**src/rtl/ej32_pkg.sv**
```systemverilog
// Shared EJ32 types: stack opcodes issued by the arithmetic unit and data-stack sizing.
package ej32_pkg;

  typedef enum logic [1:0] {
    sNOP  = 2'd0,
    sPOP  = 2'd1,
    sPUSH = 2'd2,
    sMOVE = 2'd3
  } stack_op;

  localparam int SS_DEPTH_DFLT = 32;
  localparam int DSZ_DFLT      = 32;
  localparam int SS_AW         = $clog2(SS_DEPTH_DFLT);

endpackage

```
**src/rtl/ej32_ebr_1r1w.sv**
```systemverilog
// Synchronous simple dual-port RAM (one read, one write port), one-cycle read latency.
// A same-cycle write to the read address is forwarded to rq (write-first); the array has no reset.
module ej32_ebr_1r1w #(
  parameter int DEPTH = 32,
  parameter int DSZ   = 32,
  localparam int AW   = $clog2(DEPTH)
) (
  input  logic           clk,
  input  logic           we,
  input  logic [AW-1:0]  wa,
  input  logic [DSZ-1:0] wd,
  input  logic [AW-1:0]  ra,
  output logic [DSZ-1:0] rq
);

  logic [DSZ-1:0] mem [DEPTH];

  always_ff @(posedge clk) begin
    if (we) begin
      mem[wa] <= wd;
    end
  end

  always_ff @(posedge clk) begin
    if (we && (wa == ra)) begin
      rq <= wd;
    end else begin
      rq <= mem[ra];
    end
  end

endmodule

```
**src/rtl/ej32_dstack.sv**
```systemverilog
// Data stack: NOS/entry-2 cached in registers, deeper entries in a 1R1W EBR; zero-latency s_o/s2_o.
// No stalls: the RAM read address follows next-state top so rd_q always holds the entry below u_r.
module ej32_dstack
  import ej32_pkg::*;
#(
  parameter int SS_DEPTH = SS_DEPTH_DFLT,
  parameter int DSZ      = DSZ_DFLT
) (
  input  logic                      clk,
  input  logic                      rst_n,
  input  logic                      en,
  input  stack_op                   op,
  input  logic [DSZ-1:0]            t,
  input  logic                      clr,
  output logic [DSZ-1:0]            s_o,
  output logic [DSZ-1:0]            s2_o,
  output logic [$clog2(SS_DEPTH):0] depth_o,
  output logic                      full_o,
  output logic                      empty_o,
  output logic                      ovf_o,
  output logic                      unf_o
);

  localparam int AW = $clog2(SS_DEPTH);
  localparam int DW = AW + 1;

  logic [DSZ-1:0] s_r, u_r, s_nxt, u_nxt;
  logic [DW-1:0]  depth, d_nxt;
  logic           ovf_r, unf_r, ovf_nxt, unf_nxt;
  logic           full, empty;

  logic           we;
  logic [AW-1:0]  wa, ra;
  logic [DSZ-1:0] rd_q;

  assign full  = (depth == DW'(SS_DEPTH));
  assign empty = (depth == '0);

  // u_r spills to the slot just above the current RAM top (depth-3), i.e. address depth-2.
  assign wa = depth[AW-1:0] - AW'(2);
  // Reading the next-state top keeps rd_q aligned with u_r's successor, including after a PUSH via bypass.
  assign ra = d_nxt[AW-1:0] - AW'(3);

  always_comb begin
    s_nxt   = s_r;
    u_nxt   = u_r;
    d_nxt   = depth;
    ovf_nxt = ovf_r;
    unf_nxt = unf_r;
    we      = 1'b0;
    if (clr) begin
      s_nxt = '0;
      u_nxt = '0;
      d_nxt = '0;
    end else if (en) begin
      case (op)
        sPUSH: begin
          if (full) begin
            ovf_nxt = 1'b1;
          end else begin
            we    = (depth >= DW'(2));
            u_nxt = s_r;
            s_nxt = t;
            d_nxt = depth + DW'(1);
          end
        end
        sPOP: begin
          if (empty) begin
            unf_nxt = 1'b1;
          end else begin
            s_nxt = u_r;
            u_nxt = (depth >= DW'(3)) ? rd_q : '0;
            d_nxt = depth - DW'(1);
          end
        end
        sMOVE: begin
          if (empty) begin
            unf_nxt = 1'b1;
          end else begin
            s_nxt = t;
          end
        end
        default: ;
      endcase
    end
  end

  always_ff @(posedge clk or negedge rst_n) begin
    if (!rst_n) begin
      s_r   <= '0;
      u_r   <= '0;
      depth <= '0;
      ovf_r <= 1'b0;
      unf_r <= 1'b0;
    end else begin
      s_r   <= s_nxt;
      u_r   <= u_nxt;
      depth <= d_nxt;
      ovf_r <= ovf_nxt;
      unf_r <= unf_nxt;
    end
  end

  ej32_ebr_1r1w #(
    .DEPTH (SS_DEPTH),
    .DSZ   (DSZ)
  ) u_ram (
    .clk (clk),
    .we  (we),
    .wa  (wa),
    .wd  (u_r),
    .ra  (ra),
    .rq  (rd_q)
  );

  assign s_o     = s_r;
  assign s2_o    = u_r;
  assign depth_o = depth;
  assign full_o  = full;
  assign empty_o = empty;
  assign ovf_o   = ovf_r;
  assign unf_o   = unf_r;

endmodule

```
**config.mk**
```make
export PLATFORM = sky130hd
export DESIGN_NAME = ej32_dstack
export DESIGN_NICKNAME = d
export VERILOG_FILES = /design/src/rtl/ej32_pkg.sv /design/src/rtl/ej32_ebr_1r1w.sv /design/src/rtl/ej32_dstack.sv
export SDC_FILE = /design/constraint.sdc
export NUM_CORES = 1
export LEC_CHECK = 0
export CORE_MARGIN = 2
export CORE_UTILIZATION = 60
export CTS_CLUSTER_SIZE = 16
export DETAILED_ROUTE_END_ITERATION = 16
export GPL_ROUTABILITY_DRIVEN = 0
export PLACE_DENSITY = 0.78
export REMOVE_ABC_BUFFERS = 1
export SYNTH_ARGS = -nofsm -noshare
export SYNTH_HDL_FRONTEND = slang
export SYNTH_HIERARCHICAL = 1
export SYNTH_SLANG_ARGS = --single-unit
```
**constraint.sdc**
```tcl
create_clock -name clk -period 9.6 [get_ports clk]
set_input_delay 1.92 -clock clk [delete_from_list [all_inputs] [get_ports clk]]
set_output_delay 1.92 -clock clk [all_outputs]
set_load 0.03 [all_outputs]
```
After elaboration in Yosys (flattened, before gate mapping)
Memory sizes are Yosys's and may differ from the RTL's. A register that Yosys moved wholly into a read port is not among the register bits.
Index checks and enable logic that the tools add are counted.
- flip-flop bits (word level): 72
- memory bits (writable): 1024
- bits of input ports: 38
- output and inout port bits: 74
- logic and storage cells: 53
- memories: 1
- memories (memory ; words ; bits a word ; rd ports ; clocked after Yosys merged registers in ; write ports ; line ; text):
    u_ram.mem ; 32 ; 32 ; 1 ; 1 ; 1 ; ej32_ebr_1r1w.sv:16 ; logic [DSZ-1:0] mem [DEPTH];
- $add $sub $neg: 4
- order comparisons: 2
- equality and inequality tests: 7
- multiplexer cells: 23
- bitwise operators: 1
- reduce and logical (&&, ||, !) cells: 9
- operators by type and width (operator ; number):
    $mux 32 ; 10
    $pmux 32 s3 ; 1
    $pmux 32 s2 ; 1
    $mux 6 ; 4
    $ge 6x2->1 const B ; 2
    $pmux 6 s2 ; 1
    $reduce_and 4->1 ; 3
    $sub 5x2->5 const B ; 2
    $ne 3x3->1 const B ; 3
    $add 6x1->6 const B ; 1
    $eq 6x6->1 const B ; 1
    $logic_not 6->1 ; 1
    $mux 1 ; 6
    $sub 6x1->6 const B ; 1
    $reduce_and 5->1 ; 1
    $eq 2x2->1 const B ; 2
    $reduce_bool 4->1 ; 1
    $reduce_bool 3->1 ; 1
    $eq 2x1->1 const B ; 1
    $reduce_bool 2->1 ; 1
    $reduce_or 2->1 ; 1
    $not 1->1 ; 1

Longest topological paths before layout
Gate-level depths: netlist (run 1).
- depth after elaboration: 7
- gate-level depth with buffers: 11

By module
Netlist (run 1), hierarchy kept.
- by module, submodules not included (module ; times used ; cells each ; area an instance (µm²) ; seq. area each (µm²)):
    ej32_ebr_1r1w ; 1 ; 2233 ; 39944.6 ; 30849.6
    ej32_dstack ; 1 ; 430 ; 4032.6 ; 1801.7

Least setup slack after synthesis (run 1)
Ideal clock, no wire load.
- kind: input to register
- start point: input port op[0]
- end point: memory u_ram.mem[28][0] (enable)
- setup time: 421 ps
- data arrival time: 4530 ps
- setup slack: 4649 ps
- cell stages on the path: 7
- cell sequence: inv_1 > ha_1 > o21ai_4 > nor2_1 > or3b_2 > clkbuf_1 > nor2_1
- word-level cells in the longest chain between the ends: 6
- RTL lines (item ; line ; text):
    start, declared ; ej32_dstack.sv:12 ; input stack_op op,
    $eq 2x2->1 ; ej32_dstack.sv:56 ; case (op)
    $mux 1 ; ej32_dstack.sv:56 ;
    $mux 1 ; ej32_dstack.sv:55 ; end else if (en) begin
    $mux 1 ; ej32_dstack.sv:51 ; if (clr) begin
    net we ; ej32_dstack.sv:32 ; logic we;
    $mux 1 ; ej32_ebr_1r1w.sv:19 ; if (we) begin
    $mux 1 (implied by the code) ; ej32_ebr_1r1w.sv:20 ; mem[wa] <= wd;
    end, declared ; ej32_ebr_1r1w.sv:16 ;
The timed path passes the listed nets, and every way through them passes these cells.

Worst setup path after layout (run 1)
- start point: input port en
- end point: memory u_ram.mem[19][25] (enable)
- word-level cells in the longest chain between the ends: 4
- RTL lines (item ; line ; text):
    start, declared ; ej32_dstack.sv:11 ; input logic en,
    $mux 1 ; ej32_dstack.sv:55 ;
    $mux 1 ; ej32_dstack.sv:51 ;
    net we ; ej32_dstack.sv:32 ;
    $mux 1 ; ej32_ebr_1r1w.sv:19 ;
    $mux 1 (implied by the code) ; ej32_ebr_1r1w.sv:20 ;
The timed path passes the listed nets, and every way through them passes these cells.

==> out/summary.txt, run 1 <==
Yosys top cell by area - edfxtp_1
worst reg2reg path endpoint - u_ram/mem[19][25]
Area growth syn-to-layout - 12.9%
FF/Latch Area - 0.0327 sq mm
routed wirelength normalized by instance count - 30.9 um
maximum clock frequency - 183 MHz
CTS Buf Count - 104
transition time of the tightest slew-check pin - 1.34 ns
highest net fanout along the worst path - 32
Peak VDD IR - 0.161 mV
critical path launch point type - input pin
Clock Sinks - 1101
r2r worst-path depth - 7
die width - 275 um
number of storage elements in the synthesis netlist - 1101
Hold Path Class - flip-flop to flip-flop
boundary pin count - 112
maximum clock path buffer count - 3
CTS Root Buffer Type - clkbuf_16
LEAKAGE - 0.0182 uW
number of buffers inserted by port buffering - 111
dpl hpwl - 70800 um
Synthesis Warnings - 6
source-to-sink clock delay at the later pin of the worst-skew pair - 0.67 ns
Seq/Total Area, Yosys - 0.742
data required time at the worst endpoint - 9.87 ns
worst hold slack across all endpoints - 0.488 ns
net count of the finished layout - 2812
number of nets still failing antenna checks after routing - 0
number of detailed-routing iterations run before antenna repair - 6
dominant register cell in the synthesized netlist - edfxtp_1
Slew HR - 0.101
final clock skew - 0.0191 ns
Final Hold Vio Count - 0
total routing resource utilization after global routing - 0.313
total detailed-routing wirelength - 118000 um
core area - 0.0727 sq mm
vias per cell - 6.72
signal arrival time at the worst endpoint - 5.75 ns
cell row count - 99
fin crit share - 0.570
worst setup path category - input pin to flip-flop
power per unit of standard cell area - 195 mW/mm^2
total number of vias - 25600
Overflow after GRT - 0
cell types occupying the most area after synthesis - edfxtp_1 (70%), mux2i_1 (12%), dfrtp_1 (4.1%)
Post-synth EDFFs - 1024
result of the run - completed
crit-path cells - clkdlybuf4s50_1 > nor2b_1 > o41ai_1 > nor2_1 > nand3_1 > nor2_4
reg-to-reg setup timing slack - 4.84 ns
clock-pin slew of the registers on the worst-case setup and hold paths - 0.06 ns
final core occ - 0.683
FILL cells - 4570
starting utilization of the core area - 0.605
Yosys cell types - 63
syn avg cell area - 16.5 sq um
share of flip-flops with an asynchronous set or reset - 0.0654
hold path cells - 1
Setup Viol. Count Final - 0
via count of the first global-routing pass - 24000
CTS-repair resized insts - 0
worst hold start - ovf_o
Netlist Area Pre-Place - 0.0440 sq mm
CTS tree - yes
initial DRC count - 3973
deepest level of the CTS H-tree - 3
setup repair after global routing missed its margin - no
overall die height - 275 um
# DRC - 0
share of cells above drive strength 1 - 0.0970
Worst R2R Start - depth_o[0]
portion of synthesized cell area occupied by the leading cell type - 0.699
Post-Syn Instances - 2663
antenna violations before repair - 4
floorplan die area - 0.0755 sq mm
category of the worst setup path capture point - flip-flop
max-cap violations - 0
Setup Buffers After CTS - 0
wire length of the first global-routing pass - 168000 um
max incr delay on CP - 1.23 ns
hold buffers post-CTS - 0
pin count of the biggest net entering global routing - 105
library cell contributing the largest single delay on the critical path - nor2_4
Period minus WS final - 5.48 ns
end point of the most critical hold path - ovf_o
area occupied by multi-input gates - 0.0107 sq mm
max-slew violation count - 0
stage by stage:
step | setup TNS (ns) | instances | area (sq um) | worst slack (ns) | total power [uW]
4_1_cts | 0 | 3814 | 49600 | 4.19 | 9720
2_1_floorplan | -278.51 | 2504 | 43100 | -8.70 | 5520
3_5_place_dp | 0 | 3617 | 46100 | 3.66 | 5580
6_report | 0 | 3816 | 49600 | 4.12 | 9690
5_1_grt | 0 | 3814 | 49600 | 4.07 | 9910
3_3_place_gp | 0 | 3617 | 46100 | 3.69 | 5570
metal layers:
| layer | GRT usage | routed length (um) |
|---|---|---|
| met4 | 0.136 | 5690 |
| met5 | 0 | 36 |
| met2 | 0.450 | 51600 |
| met1 | 0.453 | 44800 |
| met3 | 0.0855 | 16000 |
power breakdown:
group / internal, uW / total (uW) / switching (uW)
sequential: 5200 / 5230 / 27.3
combinational: 88.5 / 247 / 158
clock: 2480 / 4210 / 1740
worst max-delay path, delay by kind of cell:
kind / cells / cell delay [ns]
and+or+nand+nor: 4 / 3.01
buffers and inverters: 1 / 0.63
AOI/OAI and AO/OA: 1 / 0.16
cells in the mapped netlist, drive strengths merged, types with 4 or more instances:
master	instances
a211oi	33
a22o	65
clkbuf	74
mux2i	545
ha	10
nand3	99
nand3b	5
nand2	133
dfrtp	72
a21oi	130
o21ai	39
inv	11
nor3	35
edfxtp	1024
or3b	4
nor2	76
nor2b	36
a22oi	96
dfxtp	5
a31oi	35
buf	85
worst max path at each step:
stage / from / endpoint / slack [ns] / cells past startpoint
6_report: en / u_ram/mem[19][25] / 4.12 / 6
4_1_cts: depth_o[1] / full_o / 4.19 / 5
5_1_grt: depth_o[1] / full_o / 4.07 / 5
2_1_floorplan: flip-flop / s2_o[0] / -8.70 / 7
3_5_place_dp: op[0] / u_ram/mem[7][2] / 3.66 / 7
3_3_place_gp: op[0] / u_ram/mem[7][13] / 3.69 / 7
final cells by class:
type	count	share of cell area
Clock inverter	66	0.0153
Clock buffer	131	0.0563
Timing Repair Buffer	154	0.0295
Inverter	11	0.000832
Tap cell	959	0.0242
Multi-Input combinational cell	1392	0.215
Antenna cell	2	0.000101
Sequential cell	1101	0.658
sequential cells by signal, indices dropped and copies added, names as in the netlist, named ones only:
signal	count
s_o	32
ovf_o	1
u_ram/mem	1024
depth_o	6
unf_o	1
s2_o	32
kinds of logic after synthesis:
logic type / Yosys count / share of synthesized area
multiplexers: 545 / 0.124
buffers and inverters: 170 / 0.0211
flip-flops: 1101 / 0.742
AND/OR/NAND/NOR: 412 / 0.0444
adder cells (fa/ha/maj): 10 / 0.00285
XOR/XNOR: 3 / 0.000598
AO/OA/AOI/OAI: 422 / 0.0645
placed cells by master, fill, tap and decap left out, types with 18 or more instances in the layout:
cell type and instances:
nand3_1 99, a31oi_1 34, clkinv_1 18, nor2_4 33, nor2b_1 35, buf_4 41, clkinv_2 21, a22o_1 65
clkbuf_16 106, nand2_1 133, a22oi_1 96, clkdlybuf4s50_1 109, o21ai_0 33, dfrtp_2 18, clkbuf_1 20, a21oi_1 130
nor2_1 43, nor3_1 34, dfrtp_1 54, mux2i_1 545, a211oi_1 33, edfxtp_1 1024
Note: power is estimated with default switching activity, not from simulation.
==> run 2: changes to the inputs <==
==> constraint.sdc (replaced) <==
create_clock -name clk -period 5.6 [get_ports clk]
set_input_delay 1.12 -clock clk [delete_from_list [all_inputs] [get_ports clk]]
set_output_delay 1.12 -clock clk [all_outputs]
set_load 0.03 [all_outputs]
==> run 2 against run 1 <==
Effect of this change:
- worst hold slack got worse by 0.081 ns
- die area unchanged
- first-iteration DRC count decreased by 21%
- total power increased by 67%
- sequential share of layout area decreased by 0.28 points
- via count decreased by 1.5%
- combinational power increased by 80%
- sequential power increased by 71%
- critical path type is now flip-flop to primary output
- critical endpoint is now full_o
- largest cell class unchanged
- highest routed layer is now met4
==> out/summary.txt, run 2 (synthesis gave the netlist of run 1 again) <==
result of the run - completed
transition time of the tightest slew-check pin - 1.29 ns (-0.0566 ns)
critical path launch point type - flip-flop
data required time at the worst endpoint - 4.48 ns (-5.39 ns)
boundary pin count - 112 (unchanged)
LEAKAGE - 0.0184 uW (+1.2%)
Final Hold Vio Count - 0 (unchanged)
highest net fanout along the worst path - 8 (-75%)
overall die height - 275 um (unchanged)
switching part of the total power - 0.200 (+0.00136)
pin count of the biggest net entering global routing - 118 (+12%)
number of buffers inserted by port buffering - 111 (unchanged)
floorplan die area - 0.0755 sq mm (unchanged)
Overflow after GRT - 0 (unchanged)
net count of the finished layout - 2864 (+1.8%)
hold buffers post-CTS - 0 (unchanged)
Inserted Diodes - 0 (-2)
power per unit of standard cell area - 325 mW/mm^2 (+66%)
setup repair after global routing missed its margin - no
CTS Buf Count - 103 (-0.96%)
number of nets still failing antenna checks after routing - 0 (unchanged)
Slew HR - 0.140 (+0.0390)
most common cell after layout, fill and taps aside - edfxtp_1
total number of vias - 25200 (-1.5%)
via count of the first global-routing pass - 25000 (+4.1%)
CP delay by family, top - buffers and inverters
CTS Root Buffer Type - clkbuf_16
buffers and inverters on the worst path - 2 (+1)
source-to-sink clock delay at the later pin of the worst-skew pair - 0.67 ns (about the same)
worst setup path category - flip-flop to primary output
deepest level of the CTS H-tree - 3 (unchanged)
maximum clock frequency - 226 MHz
Cell Area, Placed - 0.0465 sq mm (+0.99%)
Stages on worst setup path - 5 (-1)
die width - 275 um (unchanged)
max FFs per register - 1024 (unchanged)
area of all placed cells without fillers - 0.0498 sq mm (+0.37%)
fin crit share - 0.790
Area growth syn-to-layout - 13.3%
Gate power share - 0.027 (+0.002)
vias per cell - 6.54 (-2.7%)
Setup Viol. Count Final - 0 (unchanged)
final clock skew - 0.0296 ns (+0.0105 ns)
clock group share of total power - 0.420 (-0.015)
cell internal power dissipation - 13000 uW (+67%)
wire length of the first global-routing pass - 163000 um (-3.1%)
signal arrival time at the worst endpoint - 3.30 ns (-2.45 ns)
share of cells above drive strength 1 - 0.107 (+0.00980)
dpl hpwl - 66500 um (-6.1%)
maximum clock path buffer count - 3 (unchanged)
Peak VDD IR - 0.293 mV (+82%)
crit-path cells - inv_1 > ha_1 > or4b_1 > nor2_1 > clkdlybuf4s50_1
clock-pin slew of the registers on the worst-case setup and hold paths - 0.06 ns (about the same)
# DRC - 0 (unchanged)
Period minus WS final - 4.42 ns
Setup Buffers After CTS - 0 (unchanged)
cell row count - 99 (unchanged)
category of the worst setup path capture point - primary output
total routing resource utilization after global routing - 0.298 (-0.0150)
worst hold slack across all endpoints - 0.407 ns (-0.0807 ns)
number of detailed-routing iterations run before antenna repair - 6 (unchanged)
r2r worst-path depth - 7 (unchanged)
max incr delay on CP - 0.75 ns (-0.48 ns)
starting utilization of the core area - 0.605 (unchanged)
most frequent cells in the layout - edfxtp_1 (1024), mux2i_1 (545), nand2_1 (133)
library cell contributing the largest single delay on the critical path - clkdlybuf4s50_1
routed wirelength normalized by instance count - 28.9 um (-6.6%)
initial DRC count - 3134 (-21%)
Reg power frac - 0.553 (+0.013)
antenna violations before repair - 1 (-3)
register ranked first by flip-flop count - u_ram/mem
CTS tree - yes
CTS-repair resized insts - 0 (unchanged)
total detailed-routing wirelength - 112000 um (-5.5%)
max-cap violations - 0 (unchanged)
Clock Sinks - 1101 (unchanged)
core area - 0.0727 sq mm (unchanged)
Hold Path Class - input pin to async pin
net switching component of the power - 3240 uW (+68%)
max-slew violation count - 0 (unchanged)
## run 2: cell type report
cell class | count | area (sq um)
Clock inverter | 48 | 400
Clock buffer | 143 | 2890
Multi-Input combinational cell | 1392 | 10700
Tap cell | 959 | 1200
Timing Repair Buffer | 207 | 1940
Fill cell | 4518 | 22900
Inverter | 11 | 41.3
Sequential cell | 1101 | 32700
## run 2: power by group through the flow
| stage | Clock (uW) | Combinational, uW | Sequential (uW) |
|---|---|---|---|
| final | 6800 | 445 | 8950 |
| after global routing | 7160 | 468 | 8950 |
| after CTS | 6840 | 443 | 8950 |
| after detailed placement | 0 | 441 | 9120 |
| after global placement | 0 | 430 | 9120 |
| after floorplan | 0 | 261 | 9200 |
## run 2: worst register-to-register path, cell delays in order (launching register included)
cell     delay (ns)
dfrtp_1        0.58
inv_1          0.15
ha_1           0.28
or4b_1         0.38
o21ai_4        0.11
nor2_1         0.30
or3b_2         0.73
nor2_4         0.89
## run 2: routing by layer
layer / up-vias / part of all wire / global-route usage
met5: - / 0 / 0
met4: 0 / 0.043 / 0.127
met3: 217 / 0.095 / 0.0419
met2: 1541 / 0.49 / 0.482
met1: 12800 / 0.38 / 0.411
li1: 10700 / - / -
## run 2: final timing paths
kind	startpoint	slack, ns	endpoint
worst max-delay path	depth_o[1]	1.18	full_o
worst min-delay path	rst_n	0.41	ovf_o
worst max register to register	depth_o[0]	1.75	u_ram/mem[12][0]
worst min register to register	unf_o	0.47	unf_o
max in group asynchronous	rst_n	4.03	s2_o[2]
min in group clk	unf_o	0.47	unf_o
## run 2: metrics by stage
stage	total power [uW]	cells	setup TNS, ns	setup WS (ns)	util
2_1_floorplan	9460	2504	-406.51	-12.70	-
3_3_place_gp	9550	3670	0	1.13	0.640
3_5_place_dp	9560	3670	0	1.05	0.640
4_1_cts	16200	3861	0	1.20	0.685
5_1_grt	16600	3861	0	1.03	0.685
6_report	16200	3861	0	1.18	0.685
